`config.mk`:
```
export PLATFORM = sky130hd
export DESIGN_NAME = win10_gather
export DESIGN_NICKNAME = d
export VERILOG_FILES = /design/src/rtl/pool_pkg.sv /design/src/rtl/win10_gather.sv
export SDC_FILE = /design/constraint.sdc
export NUM_CORES = 1
export LEC_CHECK = 0
export CORE_MARGIN = 2
export CORE_UTILIZATION = 35
export DETAILED_ROUTE_END_ITERATION = 8
export HOLD_SLACK_MARGIN = 0.15
export PLACE_DENSITY = 0.76
export RECOVER_POWER = 25
export SLEW_MARGIN = 40
export SYNTH_ARGS = -nofsm -noshare
export SYNTH_HDL_FRONTEND = slang
export SYNTH_SLANG_ARGS = --single-unit
```
`constraint.sdc`:
```
create_clock -name clk -period 1.3 [get_ports clk]
set_input_delay 0.26 -clock clk [delete_from_list [all_inputs] [get_ports clk]]
set_output_delay 0.26 -clock clk [all_outputs]
set_load 0.05 [all_outputs]
```
`src/rtl/pool_pkg.sv`:
```
// Shared definitions for the pooling datapath: the window gatherer and the
// 10-input max tree both take their tap count and counter width from here.
package pool_pkg;

  // Number of samples in one pooling window (and max tree inputs).
  localparam int unsigned N_TAPS = 10;

  // Width of the fill and stride counters; must hold the value N_TAPS.
  localparam int unsigned CNT_W = 4;

  // Gatherer control state: still collecting the first window of a line,
  // or running with a full tap register.
  typedef enum logic [0:0] {
    StFill = 1'b0,
    StRun  = 1'b1
  } state_e;

endpackage

```
`src/rtl/win10_gather.sv`:
```
// Serial-to-parallel window former feeding the 10-input max tree.
//
// One BW-bit sample is accepted per din_valid cycle and shifted into a
// 10-entry tap register (tap 0 oldest, tap 9 newest). Once 10 samples of the
// current line are held, a one-cycle strobe (den_out) is raised every STRIDE
// accepted samples; while den_out is high the taps hold exactly that window.
//
// Ports
//   clk                    single clock, posedge
//   rst                    synchronous active-high reset
//   din_valid              din/sof qualified this cycle
//   sof                    first sample of a new line (only with din_valid)
//   din [BW]               input sample
//   data_out0..9 [BW]      window taps, 0 = oldest, 9 = newest
//   den_out                window strobe, registered with the tap shift
module win10_gather
  import pool_pkg::*;
#(
  parameter int unsigned BW     = 8,
  parameter int unsigned STRIDE = 1
) (
  input  logic          clk,
  input  logic          rst,
  input  logic          din_valid,
  input  logic          sof,
  input  logic [BW-1:0] din,
  output logic [BW-1:0] data_out0,
  output logic [BW-1:0] data_out1,
  output logic [BW-1:0] data_out2,
  output logic [BW-1:0] data_out3,
  output logic [BW-1:0] data_out4,
  output logic [BW-1:0] data_out5,
  output logic [BW-1:0] data_out6,
  output logic [BW-1:0] data_out7,
  output logic [BW-1:0] data_out8,
  output logic [BW-1:0] data_out9,
  output logic          den_out
);

  // Reject strides that cannot be expressed as "windows every 1..10 samples".
  if (STRIDE < 1 || STRIDE > N_TAPS) begin : gen_bad_stride
    $error("win10_gather: STRIDE must be in 1..%0d", N_TAPS);
  end

  // fill_cnt value before the accept that completes the first window.
  localparam logic [CNT_W-1:0] FillLast   = CNT_W'(N_TAPS - 1);
  localparam logic [CNT_W-1:0] FillFull   = CNT_W'(N_TAPS);
  // stride_cnt value before the accept that completes the next window.
  localparam logic [CNT_W-1:0] StrideLast = CNT_W'(STRIDE - 1);

  logic [BW-1:0]    taps_q [N_TAPS];
  logic [BW-1:0]    taps_d [N_TAPS];
  logic [CNT_W-1:0] fill_q, fill_d;
  logic [CNT_W-1:0] stride_q, stride_d;
  state_e           state_q, state_d;
  logic             den_q, den_d;

  always_comb begin
    taps_d   = taps_q;
    fill_d   = fill_q;
    stride_d = stride_q;
    state_d  = state_q;
    den_d    = 1'b0;

    if (din_valid) begin
      for (int i = 0; i < N_TAPS - 1; i++) begin
        taps_d[i] = taps_q[i+1];
      end
      taps_d[N_TAPS-1] = din;

      if (sof) begin
        // New line: older taps must never leak into a window of this line.
        for (int i = 0; i < N_TAPS - 1; i++) begin
          taps_d[i] = '0;
        end
        fill_d   = CNT_W'(1);
        stride_d = '0;
        state_d  = StFill;
      end else begin
        case (state_q)
          StFill: begin
            if (fill_q == FillLast) begin
              fill_d   = FillFull;
              stride_d = '0;
              state_d  = StRun;
              den_d    = 1'b1;
            end else begin
              fill_d = fill_q + CNT_W'(1);
            end
          end
          StRun: begin
            // fill_cnt stays saturated at N_TAPS here.
            if (stride_q == StrideLast) begin
              stride_d = '0;
              den_d    = 1'b1;
            end else begin
              stride_d = stride_q + CNT_W'(1);
            end
          end
          default: begin
            state_d = StFill;
          end
        endcase
      end
    end
  end

  always_ff @(posedge clk) begin
    if (rst) begin
      taps_q   <= '{default: '0};
      fill_q   <= '0;
      stride_q <= '0;
      state_q  <= StFill;
      den_q    <= 1'b0;
    end else begin
      taps_q   <= taps_d;
      fill_q   <= fill_d;
      stride_q <= stride_d;
      state_q  <= state_d;
      den_q    <= den_d;
    end
  end

  assign data_out0 = taps_q[0];
  assign data_out1 = taps_q[1];
  assign data_out2 = taps_q[2];
  assign data_out3 = taps_q[3];
  assign data_out4 = taps_q[4];
  assign data_out5 = taps_q[5];
  assign data_out6 = taps_q[6];
  assign data_out7 = taps_q[7];
  assign data_out8 = taps_q[8];
  assign data_out9 = taps_q[9];
  assign den_out   = den_q;

endmodule

```
==> report_table.html, run 1 <==
<table>
<tr><th>Metric</th><th>Value</th></tr>
<tr><th colspan="2">Floorplanning</th></tr>
<tr><td>I/O Pins</td><td>93</td></tr>
<tr><td>Die width</td><td>97.2 um</td></tr>
<tr><td>Core Region</td><td>8590 um^2</td></tr>
<tr><td>Die Footprint</td><td>9450 um^2</td></tr>
<tr><td>Starting utilization of the core area</td><td>0.354</td></tr>
<tr><td>Die height</td><td>97.2 um</td></tr>
<tr><td>Site row count</td><td>34</td></tr>
<tr><th colspan="2">Setup path</th></tr>
<tr><td>Highest cell delay on the worst timing path</td><td>0.38 ns</td></tr>
<tr><td>Series of cell instances along the critical path</td><td>inv_2 -&gt; ha_4 -&gt; or3b_4 -&gt; mux2_4 -&gt; nor3_2</td></tr>
<tr><td>Launching element of the worst setup path</td><td>stride_q[0]$_SDFFE_PP0P_</td></tr>
<tr><td>Flop2flop setup slack</td><td>-0.07 ns</td></tr>
<tr><td>R2r worst-path depth</td><td>5</td></tr>
<tr><td>Worst path arrival time</td><td>1.65 ns</td></tr>
<tr><td>Worst flop-to-flop path endpoint</td><td>den_out$_SDFF_PP0_</td></tr>
<tr><td>Req. time, crit path</td><td>1.58 ns</td></tr>
<tr><td>Crit. End Element</td><td>register</td></tr>
<tr><td>Slowest cell on crit path</td><td>or3b_4</td></tr>
<tr><td>Worst Setup Start Kind</td><td>register</td></tr>
<tr><td>Worst-path fanout max</td><td>2</td></tr>
<tr><td>Worst Path Class, Setup</td><td>register to register</td></tr>
<tr><td>Source of the worst register-to-register timing path</td><td>stride_q[0]$_SDFFE_PP0P_</td></tr>
<tr><th colspan="2">Timing</th></tr>
<tr><td>Setup repair after global routing missed its margin</td><td>yes</td></tr>
<tr><td>Timing-limited maximum frequency</td><td>728 MHz</td></tr>
<tr><td>Maximum clock skew at final layout</td><td>0.00819 ns</td></tr>
<tr><td>Post-layout minimum cycle time</td><td>1.37 ns</td></tr>
<tr><td>Final setup vio count</td><td>4</td></tr>
<tr><td>Measured slew at the worst slew-check pin</td><td>0.348 ns</td></tr>
<tr><td>Number of slew-limit violations in the final report</td><td>0</td></tr>
<tr><td>Share of the cycle needed by the critical path after routing</td><td>1.06</td></tr>
<tr><td>Rel. slew slack</td><td>0.766</td></tr>
<tr><td>Worst setup slack after layout</td><td>-0.0743 ns</td></tr>
<tr><td>Hold Vio Cnt, Final</td><td>0</td></tr>
<tr><td>Hold_ws</td><td>0.474 ns</td></tr>
<tr><th colspan="2">CTS</th></tr>
<tr><td>CTS sink cnt</td><td>90</td></tr>
<tr><td>Insertion delay of the later-clocked pin in the worst-skew pair</td><td>0.35 ns</td></tr>
<tr><td>Clock-pin slew reported for the worst setup and hold paths after clock tree synthesis</td><td>0.09 ns</td></tr>
<tr><td>Master cell of the clock root buffer</td><td>clkbuf_8</td></tr>
<tr><td>Clock tree from TritonCTS</td><td>done</td></tr>
<tr><td>Number of H-tree levels</td><td>3</td></tr>
<tr><td>Maximum clock path buffer count</td><td>2</td></tr>
<tr><td>Cts bufs inserted</td><td>9</td></tr>
<tr><th colspan="2">Route</th></tr>
<tr><td>Wire length per cell after detailed routing</td><td>16.8 um</td></tr>
<tr><td>Mean number of vias per cell</td><td>5.18</td></tr>
<tr><td>Starting DRT DRC Count</td><td>136</td></tr>
<tr><td>Total number of vias</td><td>2482</td></tr>
<tr><td>Total Wirelength</td><td>8040 um</td></tr>
<tr><td>DRC violations left</td><td>0</td></tr>
<tr><td>Length of the first detailed-routing pass in iterations</td><td>4</td></tr>
<tr><td>Routed Antenna Nets</td><td>0</td></tr>
<tr><th colspan="2">Power</th></tr>
<tr><td>Static leakage</td><td>2.03 nW</td></tr>
<tr><td>Power Total</td><td>5.11 mW</td></tr>
<tr><td>Power density over the cells</td><td>1030 nW/um^2</td></tr>
<tr><td>VDD IR-drop max</td><td>0.647 mV</td></tr>
<tr><th colspan="2">Synth</th></tr>
<tr><td>Syn nets</td><td>268</td></tr>
<tr><td>Post-Syn Area</td><td>3040 um^2</td></tr>
<tr><td>Mapped Avg Cell Area</td><td>12.1 um^2</td></tr>
<tr><td>Dominant synthesized flop cell</td><td>dfxtp_1</td></tr>
<tr><td>Post-synthesis sequential element count</td><td>90</td></tr>
<tr><td>Async set-or-reset flop fraction in the synthesized netlist</td><td>0</td></tr>
<tr><td>Number of enable flip-flop cells after synthesis</td><td>0</td></tr>
<tr><td>Synth cell types</td><td>33</td></tr>
<tr><td>Yosys synthesis warning count</td><td>0</td></tr>
<tr><td>Sequential fraction of the synthesis area</td><td>0.592</td></tr>
<tr><td>Synthesized instance count</td><td>252</td></tr>
<tr><th colspan="2">GRT</th></tr>
<tr><td>Wire length of the first global-routing pass</td><td>13100 um</td></tr>
<tr><td>GRT overflow</td><td>0</td></tr>
<tr><td>Maximum number of pins on one net before global-route repair</td><td>35</td></tr>
<tr><td>Number of antenna violations at the first check in global routing</td><td>0</td></tr>
<tr><td>Vias in the first global route</td><td>2490</td></tr>
<tr><td>GRT Util Overall</td><td>0.172</td></tr>
<tr><th colspan="2">Min path</th></tr>
<tr><td>Hold-critical path endpoint</td><td>data_out0[4]$_SDFFE_PP0P_</td></tr>
<tr><td>Class of the tightest hold or removal check</td><td>register to register</td></tr>
<tr><td>Worst Min Path Start</td><td>data_out0[4]$_SDFFE_PP0P_</td></tr>
<tr><td>Cell depth of the worst hold path</td><td>1</td></tr>
<tr><th colspan="2">Placement</th></tr>
<tr><td>Worst slack after detailed placement</td><td>-0.393 ns</td></tr>
<tr><td>RePlAce Congestion</td><td>0.757</td></tr>
<tr><td>Dpl cells</td><td>453</td></tr>
<tr><td>Half-perimeter wire length after placement</td><td>5560 um</td></tr>
<tr><td>Count of input and output buffers</td><td>92</td></tr>
<tr><th colspan="2">Run status</th></tr>
<tr><td>Violations in the final reports</td><td>setup timing</td></tr>
<tr><td>Result of the run</td><td>finished, violations left</td></tr>
<tr><th colspan="2">Finish</th></tr>
<tr><td>Fraction of layout instances using a drive strength above 1</td><td>0.388</td></tr>
<tr><td>NumNets Final</td><td>382</td></tr>
<tr><td>Area growth from synthesis to layout</td><td>63.8%</td></tr>
<tr><td>Total inserted antenna cells</td><td>0</td></tr>
<tr><td>Utilization of the core after routing</td><td>0.580</td></tr>
<tr><td>Number of standard cells in the final layout excluding fillers</td><td>479</td></tr>
<tr><th colspan="2">Flow run</th></tr>
<tr><td>Max-capacitance violation count</td><td>0</td></tr>
</table>
-- worst max-delay path by stage --
| stage | end | slack, ns |
|---|---|---|
| finish | den_out$_SDFF_PP0_ | -0.07 |
| global route | den_out$_SDFF_PP0_ | -0.11 |
| CTS | den_out$_SDFF_PP0_ | -0.06 |
| detailed placement | data_out3[5]$_SDFFE_PP0P_ | -0.39 |
| global placement | data_out8[7]$_SDFFE_PP0P_ | -0.36 |
| floorplan | den_out$_SDFF_PP0_ | 0.01 |
-- registers in the layout, indices dropped and copies added, names as in the netlist, 8 cells and up --
signal / flops
data_out8: 8
data_out7: 8
data_out1: 8
data_out4: 8
data_out0: 8
data_out9: 8
data_out5: 8
data_out2: 8
data_out3: 8
data_out6: 8
-- cell usage in the layout, fill, tap and decap left out, types with 8 or more instances in the layout --
cell | synthesis | routed
buf_2 | 8 | 8
a22o_1 | 72 | 72
buf_4 | 9 | 22
mux2i_1 | 8 | 8
clkbuf_8 | 0 | 9
clkbuf_4 | 0 | 19
dfxtp_1 | 90 | 86
clkdlybuf4s50_1 | 0 | 10
buf_12 | 0 | 58
nor2_1 | 11 | 10
-- layout make-up --
class	count	area [um^2]
inverters	5	18.8
clock buffers	9	124
well taps	108	135
repair buffers	123	1690
multi-input cells	137	1130
fillers	706	3610
flip-flops and latches	90	1810
clock inverters	7	76.3
-- report_power, final --
part	internal, mW	switching [mW]	total [mW]
clock	0.901	1.01	1.91
sequential	2.78	0.0277	2.81
combinational	0.180	0.215	0.395
-- cells in the mapped netlist, types with 3 or more instances --
| library cell | count | area (um^2) |
|---|---|---|
| a22o_1 | 72 | 631 |
| nand3b_1 | 3 | 22.5 |
| o21ai_0 | 3 | 15.0 |
| dfxtp_1 | 90 | 1800 |
| mux2i_1 | 8 | 80.1 |
| nand4b_1 | 5 | 43.8 |
| nand3_1 | 7 | 35.0 |
| a21oi_1 | 5 | 25.0 |
| nor2_1 | 11 | 41.3 |
| inv_1 | 5 | 18.8 |
| buf_4 | 9 | 67.6 |
| buf_2 | 8 | 40.0 |
| a31oi_1 | 3 | 18.8 |
| ha_1 | 4 | 50.1 |
-- layer usage --
layer	vias to the layer above	global-route usage	wire [um]
met2	84	0.262	3780
met3	15	0.0734	652
met1	1200	0.220	3450
met4	0	0.0609	150
met5	-	0	0
li1	1183	-	-
-- worst max-delay path, delay by kind of cell, from the launching register on --
| family | cells | cell delay (ns) |
|---|---|---|
| buffers and inverters | 1 | 0.08 |
| adder cells (fa/ha/maj) | 1 | 0.14 |
| flip-flops | 1 | 0.33 |
| multiplexers | 1 | 0.27 |
| AND/OR/NAND/NOR | 2 | 0.49 |
-- what timing repair did --
item | in CTS | in global routing
pin swaps | 1 | 5
resized for setup | 6 | 6
setup buffers | 2 | 7
hold buffers | 0 | 0
hold endpoints to repair | 0 | 0
cloned | 1 | 0
endpoints found under the setup margin | 15 | 11
-- stage by stage --
stage,TNS [ns],area (um^2)
after global placement,-29.83,5020
after global routing,-0.342,4980
after floorplan,0,3050
after CTS,-0.0599,5300
final,-0.131,4980
after detailed placement,-31.75,5020
-- kinds of logic after synthesis --
logic type,count (synthesis),synth area share
muxes,9,0.0300
adders and majority gates,4,0.0165
and+or+nand+nor,38,0.0794
DFF,90,0.592
buffers and inverters,25,0.0477
AOI/OAI and AO/OA,86,0.234
Power figures use the tool's default switching activity.
==> run 2, diff against run 1 <==
- CORE_MARGIN: 2 -> unset
==> run 2 against run 1 <==
Effect of this change: the flow still finishes with violations (setup timing); routed wire length down 8.2%; non-clock buffer count down 10; global-route usage down 0.16 points; core utilization up 5.2 points; critical path type unchanged; largest power group unchanged.
==> report_table.html, run 2 (same netlist as run 1, synthesis figures left out) <==
<table>
<tr><th>Metric</th><th>Value</th></tr>
<tr><th colspan="2">CTS</th></tr>
<tr><td>CTS sink cnt</td><td>90 (unchanged)</td></tr>
<tr><td>Hold buffer count at CTS</td><td>0 (unchanged)</td></tr>
<tr><td>Cts bufs inserted</td><td>9 (unchanged)</td></tr>
<tr><td>Insertion delay of the later-clocked pin in the worst-skew pair</td><td>0.35 ns (about the same)</td></tr>
<tr><td>Clock-pin slew reported for the worst setup and hold paths after clock tree synthesis</td><td>0.09 ns (about the same)</td></tr>
<tr><td>Master cell of the clock root buffer</td><td>clkbuf_8</td></tr>
<tr><td>Maximum clock path buffer count</td><td>2 (unchanged)</td></tr>
<tr><td>Number of H-tree levels</td><td>3 (unchanged)</td></tr>
<tr><td>Clock tree from TritonCTS</td><td>done</td></tr>
<tr><th colspan="2">Route</th></tr>
<tr><td>Total number of vias</td><td>2436 (-1.9%)</td></tr>
<tr><td>Routed Antenna Nets</td><td>0 (unchanged)</td></tr>
<tr><td>Total Wirelength</td><td>7380 um (-8.2%)</td></tr>
<tr><td>Length of the first detailed-routing pass in iterations</td><td>4 (unchanged)</td></tr>
<tr><td>Wire length per cell after detailed routing</td><td>15.8 um (-5.7%)</td></tr>
<tr><td>DRC violations left</td><td>0 (unchanged)</td></tr>
<tr><td>Starting DRT DRC Count</td><td>109 (-20%)</td></tr>
<tr><td>Mean number of vias per cell</td><td>5.23 (+0.88%)</td></tr>
<tr><th colspan="2">Setup path</th></tr>
<tr><td>Cell family with the largest share of critical-path delay</td><td>simple AND/OR/NAND/NOR gates</td></tr>
<tr><td>Worst path arrival time</td><td>1.62 ns (-0.03 ns)</td></tr>
<tr><td>Cell count along the critical path</td><td>5 (unchanged)</td></tr>
<tr><td>Count of buffering cells on the critical path with inverters included</td><td>1 (unchanged)</td></tr>
<tr><td>Worst flop-to-flop path endpoint</td><td>den_out$_SDFF_PP0_</td></tr>
<tr><td>Worst Path Class, Setup</td><td>register to register</td></tr>
<tr><td>Slowest cell on crit path</td><td>or3b_4</td></tr>
<tr><td>Worst-path fanout max</td><td>3 (+1)</td></tr>
<tr><td>R2r worst-path depth</td><td>5 (unchanged)</td></tr>
<tr><td>Worst Setup Start Kind</td><td>register</td></tr>
<tr><td>Flop2flop setup slack</td><td>-0.03 ns (+0.04 ns)</td></tr>
<tr><td>Req. time, crit path</td><td>1.59 ns (about the same)</td></tr>
<tr><td>Source of the worst register-to-register timing path</td><td>stride_q[0]$_SDFFE_PP0P_</td></tr>
<tr><td>Series of cell instances along the critical path</td><td>inv_2 -&gt; ha_1 -&gt; or3b_4 -&gt; mux2_4 -&gt; nor3_2</td></tr>
<tr><td>Highest cell delay on the worst timing path</td><td>0.39 ns (about the same)</td></tr>
<tr><td>Crit. End Element</td><td>register</td></tr>
<tr><th colspan="2">Timing</th></tr>
<tr><td>Worst setup slack after layout</td><td>-0.0301 ns (+0.0442 ns)</td></tr>
<tr><td>Number of slew-limit violations in the final report</td><td>0 (unchanged)</td></tr>
<tr><td>Hold_ws</td><td>0.450 ns (-0.0247 ns)</td></tr>
<tr><td>Maximum clock skew at final layout</td><td>0.0104 ns (+0.00218 ns)</td></tr>
<tr><td>Measured slew at the worst slew-check pin</td><td>0.294 ns (-0.0535 ns)</td></tr>
<tr><td>Share of the cycle needed by the critical path after routing</td><td>1.02 (-0.0340)</td></tr>
<tr><td>Rel. slew slack</td><td>0.803 (+0.0370)</td></tr>
<tr><td>Post-layout minimum cycle time</td><td>1.33 ns (-0.0442 ns)</td></tr>
<tr><td>Hold Vio Cnt, Final</td><td>0 (unchanged)</td></tr>
<tr><td>Timing-limited maximum frequency</td><td>752 MHz (+3.3%)</td></tr>
<tr><td>Final setup vio count</td><td>1 (-3)</td></tr>
<tr><td>Setup repair after global routing missed its margin</td><td>yes</td></tr>
<tr><th colspan="2">Power</th></tr>
<tr><td>Static leakage</td><td>2.05 nW (+1.3%)</td></tr>
<tr><td>VDD IR-drop max</td><td>0.600 mV (-7.3%)</td></tr>
<tr><td>Power density over the cells</td><td>962 nW/um^2 (-6.2%)</td></tr>
<tr><th colspan="2">GRT</th></tr>
<tr><td>GRT Util Overall</td><td>0.171 (-0.00162)</td></tr>
<tr><td>Vias in the first global route</td><td>2380 (-4.4%)</td></tr>
<tr><td>Number of antenna violations at the first check in global routing</td><td>0 (unchanged)</td></tr>
<tr><td>GRT overflow</td><td>0 (unchanged)</td></tr>
<tr><td>Maximum number of pins on one net before global-route repair</td><td>39 (+11%)</td></tr>
<tr><td>Wire length of the first global-routing pass</td><td>11900 um (-9.0%)</td></tr>
<tr><th colspan="2">Finish</th></tr>
<tr><td>Commonest cells after routing, fill and taps aside</td><td>dfxtp_1, buf_12, a22o_1</td></tr>
<tr><td>Fraction of layout instances using a drive strength above 1</td><td>0.374 (-0.0142)</td></tr>
<tr><td>NumNets Final</td><td>372 (-2.6%)</td></tr>
<tr><td>Utilization of the core after routing</td><td>0.631 (+0.0516)</td></tr>
<tr><td>Total inserted antenna cells</td><td>0 (unchanged)</td></tr>
<tr><td>Area growth from synthesis to layout</td><td>72.2%</td></tr>
<tr><th colspan="2">Flow run</th></tr>
<tr><td>Max-capacitance violation count</td><td>0 (unchanged)</td></tr>
<tr><th colspan="2">Placement</th></tr>
<tr><td>Worst slack after detailed placement</td><td>-0.407 ns (-0.0136 ns)</td></tr>
<tr><td>RePlAce Congestion</td><td>0.900 (+19%)</td></tr>
<tr><td>Half-perimeter wire length after placement</td><td>5240 um (-5.8%)</td></tr>
<tr><td>Count of input and output buffers</td><td>92 (unchanged)</td></tr>
<tr><th colspan="2">Floorplanning</th></tr>
<tr><td>Starting utilization of the core area</td><td>0.367 (+0.0125)</td></tr>
<tr><td>Die height</td><td>95.2 um (-2.1%)</td></tr>
<tr><td>Site row count</td><td>33 (-2.9%)</td></tr>
<tr><td>I/O Pins</td><td>93 (unchanged)</td></tr>
<tr><td>Die Footprint</td><td>9070 um^2 (-4.1%)</td></tr>
<tr><td>Die width</td><td>95.2 um (-2.1%)</td></tr>
<tr><td>Core Region</td><td>8300 um^2 (-3.4%)</td></tr>
<tr><th colspan="2">Min path</th></tr>
<tr><td>Class of the tightest hold or removal check</td><td>input pin to register</td></tr>
<tr><td>Cell depth of the worst hold path</td><td>3 (+2)</td></tr>
<tr><td>Worst Min Path Start</td><td>din_valid</td></tr>
<tr><td>Hold-critical path endpoint</td><td>stride_q[1]$_SDFFE_PP0P_</td></tr>
<tr><th colspan="2">Run status</th></tr>
<tr><td>Violations in the final reports</td><td>setup timing</td></tr>
<tr><td>Result of the run</td><td>finished, violations left</td></tr>
</table>
## run 2: report_power, final
part	internal (mW)	switching (mW)	total (mW)	leakage, nW
Combinational	0.189	0.214	0.403	1.23
Sequential	2.78	0.0318	2.81	0.729
Clock	0.787	1.04	1.83	0.0934
Total	3.76	1.28	5.04	2.05
## run 2: layout make-up
class | count | area, um^2
Clock buffer | 10 | 138
Tap cell | 105 | 131
Clock inverter | 6 | 55.1
Timing Repair Buffer | 113 | 1950
Inverter | 5 | 18.8
Sequential cell | 90 | 1810
Multi-Input combinational cell | 137 | 1140
Fill cell | 614 | 3060
## run 2: what timing repair did
action                                  CTS  global route
setup buffers                             0             2
endpoints found under the setup margin   26             3
resized for setup                         6             6
pin swaps                                 0             2
## run 2: per-layer routing
layer | global-route usage | share of wire
met5 | 0 | 0
met4 | 0.0720 | 0.019
met3 | 0.0534 | 0.076
met2 | 0.266 | 0.47
met1 | 0.217 | 0.44
## run 2: how the worst max path moves through the flow
stage	start	end
2_1_floorplan	stride_q[0]$_SDFFE_PP0P_	den_out$_SDFF_PP0_
3_3_place_gp	din_valid	state_q$_SDFFE_PP0P_
3_5_place_dp	din_valid	state_q$_SDFFE_PP0P_
4_1_cts	stride_q[0]$_SDFFE_PP0P_	den_out$_SDFF_PP0_
5_1_grt	stride_q[0]$_SDFFE_PP0P_	den_out$_SDFF_PP0_
6_report	stride_q[0]$_SDFFE_PP0P_	den_out$_SDFF_PP0_
## run 2: through the flow
step,cells,cell area [um^2],setup TNS (ns),total power [mW]
floorplan,252,3050,0,3.07
global placement,448,5000,-28.75,3.26
detailed placement,448,5000,-32.22,3.28
CTS,464,5200,-0.0608,5.09
global route,466,5240,-0.146,5.26
finish,466,5240,-0.0301,5.04
## run 2: tightest hold or removal path, delay by kind of cell
kind                   cells  cell delay (ns)
and+or+nand+nor            1             0.12
buffers and inverters      1             0.29
AOI/OAI and AO/OA          1             0.07
